`src/rtl/i2lbs_pkg.sv`:
```
// Shared types for the I2LBS candidate scheduler: FSM states, coordinate pair, default width.
package i2lbs_pkg;

    localparam int DEF_DATA_WIDTH_12 = 12;

    typedef enum logic [1:0] {
        IDLE   = 2'd0,
        START  = 2'd1,
        WAIT   = 2'd2,
        REPORT = 2'd3
    } sched_state_e;

    typedef struct packed {
        logic [DEF_DATA_WIDTH_12-1:0] x;
        logic [DEF_DATA_WIDTH_12-1:0] y;
    } coord_t;

endpackage

```
`src/rtl/i2lbs_candidate_fifo.sv`:
```
// Candidate queue: power-of-two depth, wrapping pointers, occupancy count one bit wider than the pointers.
module i2lbs_candidate_fifo #(
    parameter int WIDTH = 24,
    parameter int DEPTH = 4
) (
    input  logic             clk_i,
    input  logic             rst_i,
    input  logic             push_i,
    input  logic             pop_i,
    input  logic [WIDTH-1:0] din_i,
    output logic [WIDTH-1:0] dout_o,
    output logic             full_o,
    output logic             empty_o
);
    localparam int AW = $clog2(DEPTH);

    logic [WIDTH-1:0] mem_q [DEPTH];
    logic [AW-1:0]    wr_ptr_q, rd_ptr_q;
    logic [AW:0]      count_q;
    logic             push_ok, pop_ok;

    assign empty_o = (count_q == '0);
    assign full_o  = (count_q == (AW+1)'(DEPTH));
    assign dout_o  = mem_q[rd_ptr_q];

    // A push into a full queue is legal when the head leaves in the same cycle.
    assign pop_ok  = pop_i && !empty_o;
    assign push_ok = push_i && (!full_o || pop_ok);

    always_ff @(posedge clk_i) begin
        if (push_ok)
            mem_q[wr_ptr_q] <= din_i;
    end

    always_ff @(posedge clk_i) begin
        if (rst_i) begin
            wr_ptr_q <= '0;
            rd_ptr_q <= '0;
            count_q  <= '0;
        end else begin
            if (push_ok) wr_ptr_q <= wr_ptr_q + 1'b1;
            if (pop_ok)  rd_ptr_q <= rd_ptr_q + 1'b1;
            case ({push_ok, pop_ok})
                2'b10:   count_q <= count_q + 1'b1;
                2'b01:   count_q <= count_q - 1'b1;
                default: count_q <= count_q;
            endcase
        end
    end

endmodule

```
`src/rtl/i2lbs_candidate_scheduler.sv`:
```
// Queues first-phase face candidates and runs each through the second-phase classifier.
// Optional I2LBS_SCHED_STATS_EN adds saturating accept/drop counters.
module i2lbs_candidate_scheduler
    import i2lbs_pkg::*;
#(
    parameter int DATA_WIDTH_12  = DEF_DATA_WIDTH_12,
    parameter int FIFO_DEPTH     = 4,
    parameter int TIMEOUT_CYCLES = 1024
) (
    input  logic                     clk_fpga,
    input  logic                     reset_fpga,
    input  logic                     first_phase_candidate,
    input  logic [DATA_WIDTH_12-1:0] scale_xcoord,
    input  logic [DATA_WIDTH_12-1:0] scale_ycoord,
    output logic                     sp_start,
    output logic [DATA_WIDTH_12-1:0] sp_xcoord,
    output logic [DATA_WIDTH_12-1:0] sp_ycoord,
    input  logic                     sp_done,
    input  logic                     sp_candidate,
    output logic                     o_face_valid,
    output logic [DATA_WIDTH_12-1:0] o_face_x,
    output logic [DATA_WIDTH_12-1:0] o_face_y,
    output logic                     o_busy,
    output logic                     o_overflow,
    output logic                     o_timeout
`ifdef I2LBS_SCHED_STATS_EN
    ,
    output logic [15:0]              o_cnt_accept,
    output logic [15:0]              o_cnt_drop
`endif
);
    localparam int TW = $clog2(TIMEOUT_CYCLES) + 1;
    localparam logic [TW-1:0] TMAX = TW'(TIMEOUT_CYCLES - 1);

    sched_state_e             state_q, state_d;
    logic [TW-1:0]            wcnt_q, wcnt_d;
    logic [DATA_WIDTH_12-1:0] spx_q, spy_q;
    logic                     ovf_q, to_q, to_d;
    logic                     pop, push, drop, full, empty;
    logic [2*DATA_WIDTH_12-1:0] head;

    assign push = first_phase_candidate && (!full || pop);
    assign drop = first_phase_candidate && full && !pop;

    i2lbs_candidate_fifo #(
        .WIDTH (2*DATA_WIDTH_12),
        .DEPTH (FIFO_DEPTH)
    ) u_fifo (
        .clk_i   (clk_fpga),
        .rst_i   (reset_fpga),
        .push_i  (push),
        .pop_i   (pop),
        .din_i   ({scale_xcoord, scale_ycoord}),
        .dout_o  (head),
        .full_o  (full),
        .empty_o (empty)
    );

    always_comb begin
        state_d = state_q;
        wcnt_d  = wcnt_q;
        pop     = 1'b0;
        to_d    = 1'b0;
        case (state_q)
            IDLE: if (!empty) begin
                pop     = 1'b1;
                state_d = START;
            end
            START: begin
                wcnt_d  = '0;
                state_d = WAIT;
            end
            // A completion landing on the last allowed cycle beats the timeout.
            WAIT: if (sp_done) begin
                state_d = sp_candidate ? REPORT : IDLE;
            end else if (wcnt_q == TMAX) begin
                to_d    = 1'b1;
                state_d = IDLE;
            end else begin
                wcnt_d  = wcnt_q + 1'b1;
            end
            REPORT: state_d = IDLE;
            default: state_d = IDLE;
        endcase
    end

    always_ff @(posedge clk_fpga) begin
        if (reset_fpga) begin
            state_q <= IDLE;
            wcnt_q  <= '0;
            spx_q   <= '0;
            spy_q   <= '0;
            ovf_q   <= 1'b0;
            to_q    <= 1'b0;
        end else begin
            state_q <= state_d;
            wcnt_q  <= wcnt_d;
            to_q    <= to_d;
            if (drop) ovf_q <= 1'b1;
            if (pop) begin
                spx_q <= head[2*DATA_WIDTH_12-1:DATA_WIDTH_12];
                spy_q <= head[DATA_WIDTH_12-1:0];
            end
        end
    end

    assign sp_start     = (state_q == START);
    assign sp_xcoord    = spx_q;
    assign sp_ycoord    = spy_q;
    assign o_face_valid = (state_q == REPORT);
    assign o_face_x     = o_face_valid ? spx_q : '0;
    assign o_face_y     = o_face_valid ? spy_q : '0;
    assign o_busy       = (state_q != IDLE) || !empty;
    assign o_overflow   = ovf_q;
    assign o_timeout    = to_q;

`ifdef I2LBS_SCHED_STATS_EN
    logic [15:0] acc_q, drp_q;

    always_ff @(posedge clk_fpga) begin
        if (reset_fpga) begin
            acc_q <= '0;
            drp_q <= '0;
        end else begin
            if (push && acc_q != 16'hFFFF) acc_q <= acc_q + 1'b1;
            if (drop && drp_q != 16'hFFFF) drp_q <= drp_q + 1'b1;
        end
    end

    assign o_cnt_accept = acc_q;
    assign o_cnt_drop   = drp_q;
`endif

endmodule

```
`config.mk`:
```
export PLATFORM = sky130hd
export DESIGN_NAME = i2lbs_candidate_scheduler
export DESIGN_NICKNAME = d
export VERILOG_FILES = /design/src/rtl/i2lbs_pkg.sv /design/src/rtl/i2lbs_candidate_fifo.sv /design/src/rtl/i2lbs_candidate_scheduler.sv
export SDC_FILE = /design/constraint.sdc
export NUM_CORES = 1
export LEC_CHECK = 0
export ABC_AREA = 1
export CORE_MARGIN = 2
export CORE_UTILIZATION = 55
export DETAILED_ROUTE_END_ITERATION = 16
export GPL_ROUTABILITY_DRIVEN = 0
export PLACE_DENSITY = 0.8
export SYNTH_ARGS = -nofsm -noshare
export SYNTH_HDL_FRONTEND = slang
export SYNTH_SLANG_ARGS = --single-unit
```
`constraint.sdc`:
```
create_clock -name clk_fpga -period 5.7 [get_ports clk_fpga]
set_clock_uncertainty 0.2 [all_clocks]
set_input_delay 1.425 -clock clk_fpga [delete_from_list [all_inputs] [get_ports clk_fpga]]
set_output_delay 1.425 -clock clk_fpga [all_outputs]
set_load 0.01 [all_outputs]
```
==> flow_summary.toml, run 1 <==
[run_status]
status = "complete, no violations"

[synth]
synthMuxAreaShare_pct = 0
yosys.area_share.simple_pct = 16.06
ys_seq_area_share_pct = 64.26
synth_xor_area_share_pct = 0
async_flop_share_pct = 0
synthTopCellsByCount = "nor2_1 (126), edfxtp_1 (96), o21ai_0 (72)"
synthDistinctLibCells = 28
synth_compound_area_share_pct = 11.14
syn_area_sq_mm = 0.005919
postSynthCellCount = 593
yosys.area.top_type = "edfxtp_1"
syn_avg_cell_area_sq_um = 9.982
synth_edf_count = 96
synth.area.top_cells = "edfxtp_1 (49%), dfxtp_1 (16%), nor2_1 (8.0%), o21ai_0 (6.1%), nand2_1 (4.3%)"
synth.most_common_cell = "nor2_1"
synth.top_cell.area_share_pct = 48.70
synth_adder_area_share_pct = 2.663
synth_top_family_by_area = "simple AND/OR/NAND/NOR gates"
yosys_warnings = 0
yosys_register_bits = 142
synth_ff_type = "edfxtp_1"
syn-num-nets = 634

[clocking]
tritoncts = "yes"
clockRootBuffer = "clkbuf_8"
insertion_delay_ps = 520
cts_hold_buf = 0
cts_buffer_depth = 2
clkSinkCount = 142
post_cts.repair.setup_buffers = 0
cts-resized-gates = 0
clkTransAtPathRegs_ps = 60
numCtsBuffers = 17
htree_levels = 4

[final_layout]
fillers = 714
fin_cells = 817
drive_gt1_share_pct = 7.783
nNetsFinal = 709
fin_util_pct = 71.09
antenna_cells = 0
syn2layout_area_growth_pct = 24.54

[routing]
final_antenna_net_count = 0
routedWlPerCell_um = 15.69
firstDrtPassIters = 5
remaining_drc_errors = 0
wl_mm = 12.82
routed-via-count = 4424
routed_via_density = 5.415
dr.first_iter.drc_count = 289

[placed_design]
dpl_worst_slack_ps = 1693
place_inst = 785
dpl.hpwl_mm = 7.581
io_buffers = 81

[timing]
setup_viol = 0
fin_setup_tns_ps = 0
rsz0062_at_grt = "no"
tightest_slew_ps = 1228
fmax_mhz = 230.3
period_minus_slack_ps = 4341
worst_slack_ps = 1359
finalMaxSlewViolations = 0
max-slew-margin-rel_pct = 17.94
final.period_utilization_pct = 76.17
hold_violations = 0

[worst_setup_path]
cp-start-kind = "flop"
crit_type = "reg2out"
cp.required_ps = 4070
cp_max_fo = 25
cp-end-kind = "output port"
cp.arrival_ps = 2720

[power_and_ir_drop]
switching_share_pct = 33.66
p_total_w = 0.003265
peakVddDrop_mv = 0.2520
p_int_w = 0.002166
powerDensity_mw_per_mm2 = 442.9
p_leak_nw = 2.785
pwr-share-seq_pct = 42.2
power_switching_w = 0.001099
comb_power_share_pct = 26.7
p_clk_share_pct = 31.1

[die]
fp.dieW_um = 107.7
dieArea_sq_mm = 0.01161
io-pin-count = 82
start_util_pct = 57.08
die_y_um = 107.7
rows = 37
core_area_sq_mm = 0.01037

[global_route]
antenna_found_initial = 0
grt_pass1_vias = 4271
gr-total-overflow = 0
grt_pass1_wl_mm = 20.51
grt_max_degree = 53
grt_usage_pct = 23.14

[job]
cap_violations = 0

[worst_hold_path]
hold_path_class = "reg2reg"
## layout by cell type (no fill, tap or decap)
cell             instances
a21oi_4                  1
nand2_2                  2
fa_1                     1
edfxtp_1                96
inv_2                    2
o21ai_0                 72
bufinv_16                1
nor2_2                   6
clkinv_1                 4
nor3_1                   3
nor3b_1                  1
nand3_2                  1
nor2_1                 122
nand2_1                 68
a21oi_2                  4
inv_6                    5
nand4_1                  6
clkinv_4                 4
clkdlybuf4s50_1         81
ha_1                    11
clkbuf_16               16
clkbuf_8                 1
dfxtp_1                 45
a21oi_1                 12
nor4_1                   1
dfxtp_2                  1
inv_1                   54
a31oi_1                 24
buf_4                    4
nand2_8                  1
o21ai_1                  9
nand2_4                  1
clkinvlp_4               3
nand3_1                 18
## cells by family after synthesis
family | count (synthesis)
adder cells (fa/ha/maj) | 12
flip-flops | 142
buffers and inverters | 87
AND/OR/NAND/NOR | 230
AO/OA/AOI/OAI | 122
## layer usage
| metal | track usage [%] | up-vias | routed length [um] |
|---|---|---|---|
| met5 | 0 | - | 0 |
| li1 | - | 2153 | - |
| met1 | 29.13 | 2084 | 5451 |
| met3 | 4.419 | 19 | 745 |
| met2 | 39.26 | 168 | 6449 |
| met4 | 9.524 | 0 | 176 |
## critical path, cell delays in order, from the launching register on
cell and delay (ps):
dfxtp_1 420, ha_1 930, nand2_1 180, inv_1 110, clkdlybuf4s50_1 540
## worst paths after layout
kind | startpoint | endpoint | slack, ps | depth (start not counted)
setup / recovery | state_q[0] | o_face_y[8] | 1360 | 4
hold / removal | o_overflow | o_overflow | 260 | 2
setup reg to reg | state_q[0] | u_fifo.count_q[2] | 2420 | 11
hold reg to reg | o_overflow | o_overflow | 260 | 2
## per-stage QoR
step                      area [sq um]  hold slack (ps)
after floorplan                   5919            272.9
final                             7372            257.9
after CTS                         7372            256.0
after global routing              7372            272.8
after global placement            6819            242.7
after detailed placement          6819            246.6
## sequential cells by signal, indices dropped and copies added, names as in the netlist
register         count
o_timeout            1
sp_ycoord           12
u_fifo.mem_q        96
u_fifo.rd_ptr_q      2
wcnt_q              11
sp_xcoord           12
state_q              2
u_fifo.wr_ptr_q      2
u_fifo.count_q       3
o_overflow           1
## power groups by stage
stage / clock [W] / combinational, W / sequential, W
floorplan: 0 / 0.000595 / 0.00135
global placement: 0 / 0.000821 / 0.00139
detailed placement: 0 / 0.000864 / 0.00139
CTS: 0.00103 / 0.000871 / 0.00138
global route: 0.00107 / 0.000972 / 0.00140
finish: 0.00102 / 0.000870 / 0.00138
## final cells by class
cell class / count / area (sq um) / area share (%)
timing repair buffer: 85 / 840.8 / 11.41
multi-input combinational: 364 / 1785 / 24.22
tap: 136 / 170.2 / 2.308
inverter: 58 / 217.7 / 2.953
clock buffer: 17 / 414.1 / 5.618
sequential: 142 / 3805 / 51.61
clock inverter: 15 / 138.9 / 1.884
Power figures use the tool's default switching activity.
==> run 2: changes to the inputs <==
CORE_UTILIZATION = 54   (was 55)
PLACE_DENSITY = 0.79   (was 0.8)
clock period = 4 ns   (was 5.7 ns; I/O delays follow)
==> flow_summary.toml, run 2 (synthesis gave the netlist of run 1 again) <==
[run_status]
status = "complete, no violations"

[worst_setup_path]
r2r_slack_ps = 1330
cp_max_fo = 14
cp_num_buf_inv = 3
r2r_cells = 12
cp-start-kind = "flop"
cp-end-kind = "output port"
cp.required_ps = 2800
r2r_end = "u_fifo.count_q[2]"
crit_path_max_incr_delay_ps = 530
path_delay_family = "buffers and inverters"
crit_type = "reg2out"
worst_path_max_delay_cell = "clkdlybuf4s50_1"
timing.rr.start = "state_q[0]"
cp.arrival_ps = 2450
cp-startpoint = "state_q[0]"
path_cells = "ha_1 > buf_4 > nand2_1 > inv_1 > clkdlybuf4s50_1"

[routing]
firstDrtPassIters = 5
routedWlPerCell_um = 16.28
wl_mm = 13.43
final_antenna_net_count = 0
remaining_drc_errors = 0
routed_via_density = 5.447
dr.first_iter.drc_count = 304
routed-via-count = 4494

[worst_hold_path]
hold_path_class = "reg2reg"
hold_start = "o_overflow"
hold_path_depth = 2
min_to = "o_overflow"

[global_route]
grt_pass1_wl_mm = 21.18
grt_max_degree = 53
grt_usage_pct = 24.11
gr-total-overflow = 0
antenna_found_initial = 0
grt_pass1_vias = 4425

[final_layout]
antenna_cells = 0
layout_commonest_cell = "nor2_1"
finalInstanceArea_sq_mm = 0.007442
drive_gt1_share_pct = 8.467
fin_util_pct = 69.26
final_cell_mix = "nor2_1 (122), edfxtp_1 (96), clkdlybuf4s50_1 (81)"
largest_reg_flops = 96
fillers = 793
fin_cells = 825
nNetsFinal = 713
regMostFlops = "u_fifo.mem_q"
syn2layout_area_growth_pct = 25.72

[die]
die_y_um = 108.7
rows = 38
fp.dieW_um = 108.7
dieArea_sq_mm = 0.01182
start_util_pct = 55.09
core_area_sq_mm = 0.01075
io-pin-count = 82

[timing]
tightest_slew_ps = 1017
rsz0062_at_grt = "no"
final.period_utilization_pct = 91.20
period_minus_slack_ps = 3648
fin_setup_tns_ps = 0
fmax_mhz = 274.1
max-slew-margin-rel_pct = 32.20
setup_viol = 0
hold_violations = 0
hold_ws_ps = 247.6
finalMaxSlewViolations = 0

[power_and_ir_drop]
p_leak_nw = 2.832
powerDensity_mw_per_mm2 = 644.2
peakVddDrop_mv = 0.3889

[clocking]
cts_hold_buf = 0
clkSinkCount = 142
clockRootBuffer = "clkbuf_8"
cts_buffer_depth = 2
tritoncts = "yes"
htree_levels = 4
post_cts.repair.setup_buffers = 0
numCtsBuffers = 17
cts-resized-gates = 0
insertion_delay_ps = 520
clkTransAtPathRegs_ps = 60

[placed_design]
place_area_sq_mm = 0.006854
io_buffers = 81
place_inst = 793
dpl.hpwl_mm = 7.687

[job]
cap_violations = 0
-- run 2: worst max path at each step --
stage                                    end  cells after the start
after floorplan           u_fifo.mem_q[0][0]                      2
after global placement     u_fifo.count_q[2]                      9
after detailed placement   u_fifo.count_q[2]                      9
after CTS                        o_face_y[5]                      5
after global routing             o_face_x[3]                      5
final                            o_face_y[5]                      5
-- run 2: where the power goes --
part           internal (W)  leakage, nW  total, W  switching [W]
sequential          0.00177         1.26   0.00194       0.000168
clock              0.000921        0.287   0.00156       0.000641
combinational      0.000494         1.28   0.00129       0.000798
-- run 2: area by class of cell --
cell class	instances	area [sq um]	area share (%)
clock buffers	19	431.7	5.800
multi-input cells	364	1785	23.99
well taps	140	175.2	2.354
inverters	58	217.7	2.925
repair buffers	89	870.8	11.70
flip-flops and latches	142	3805	51.13
clock inverters	13	156.4	2.102
-- run 2: worst register-to-register path, delay by kind of cell, from the launching register on --
family | cells | cell delay (ps)
AO/OA/AOI/OAI | 4 | 480
adder cells (fa/ha/maj) | 3 | 820
buffers and inverters | 3 | 320
flip-flops | 1 | 400
AND/OR/NAND/NOR | 2 | 340
-- run 2: per-stage QoR --
stage | setup WS (ps) | total power, W
after floorplan | 1199 | 0.002766
after global placement | 904.2 | 0.003182
after detailed placement | 811.3 | 0.003249
after CTS | 291.2 | 0.004822
after global routing | 211.5 | 0.005052
final | 352.1 | 0.004795
-- run 2: routing by layer --
metal	share of wire, %	global-route usage, %	vias up
li1	-	-	2160
met1	41	29.15	2145
met2	51	40.67	172
met3	6.9	6.993	17
met4	1.8	9.799	0
met5	0	0	-
==> run 3: changes to the inputs <==
CAP_MARGIN = 20   (was not set)
==> results of run 3 <==
No change in the layout: final DEF, timing and power equal those of run 2.
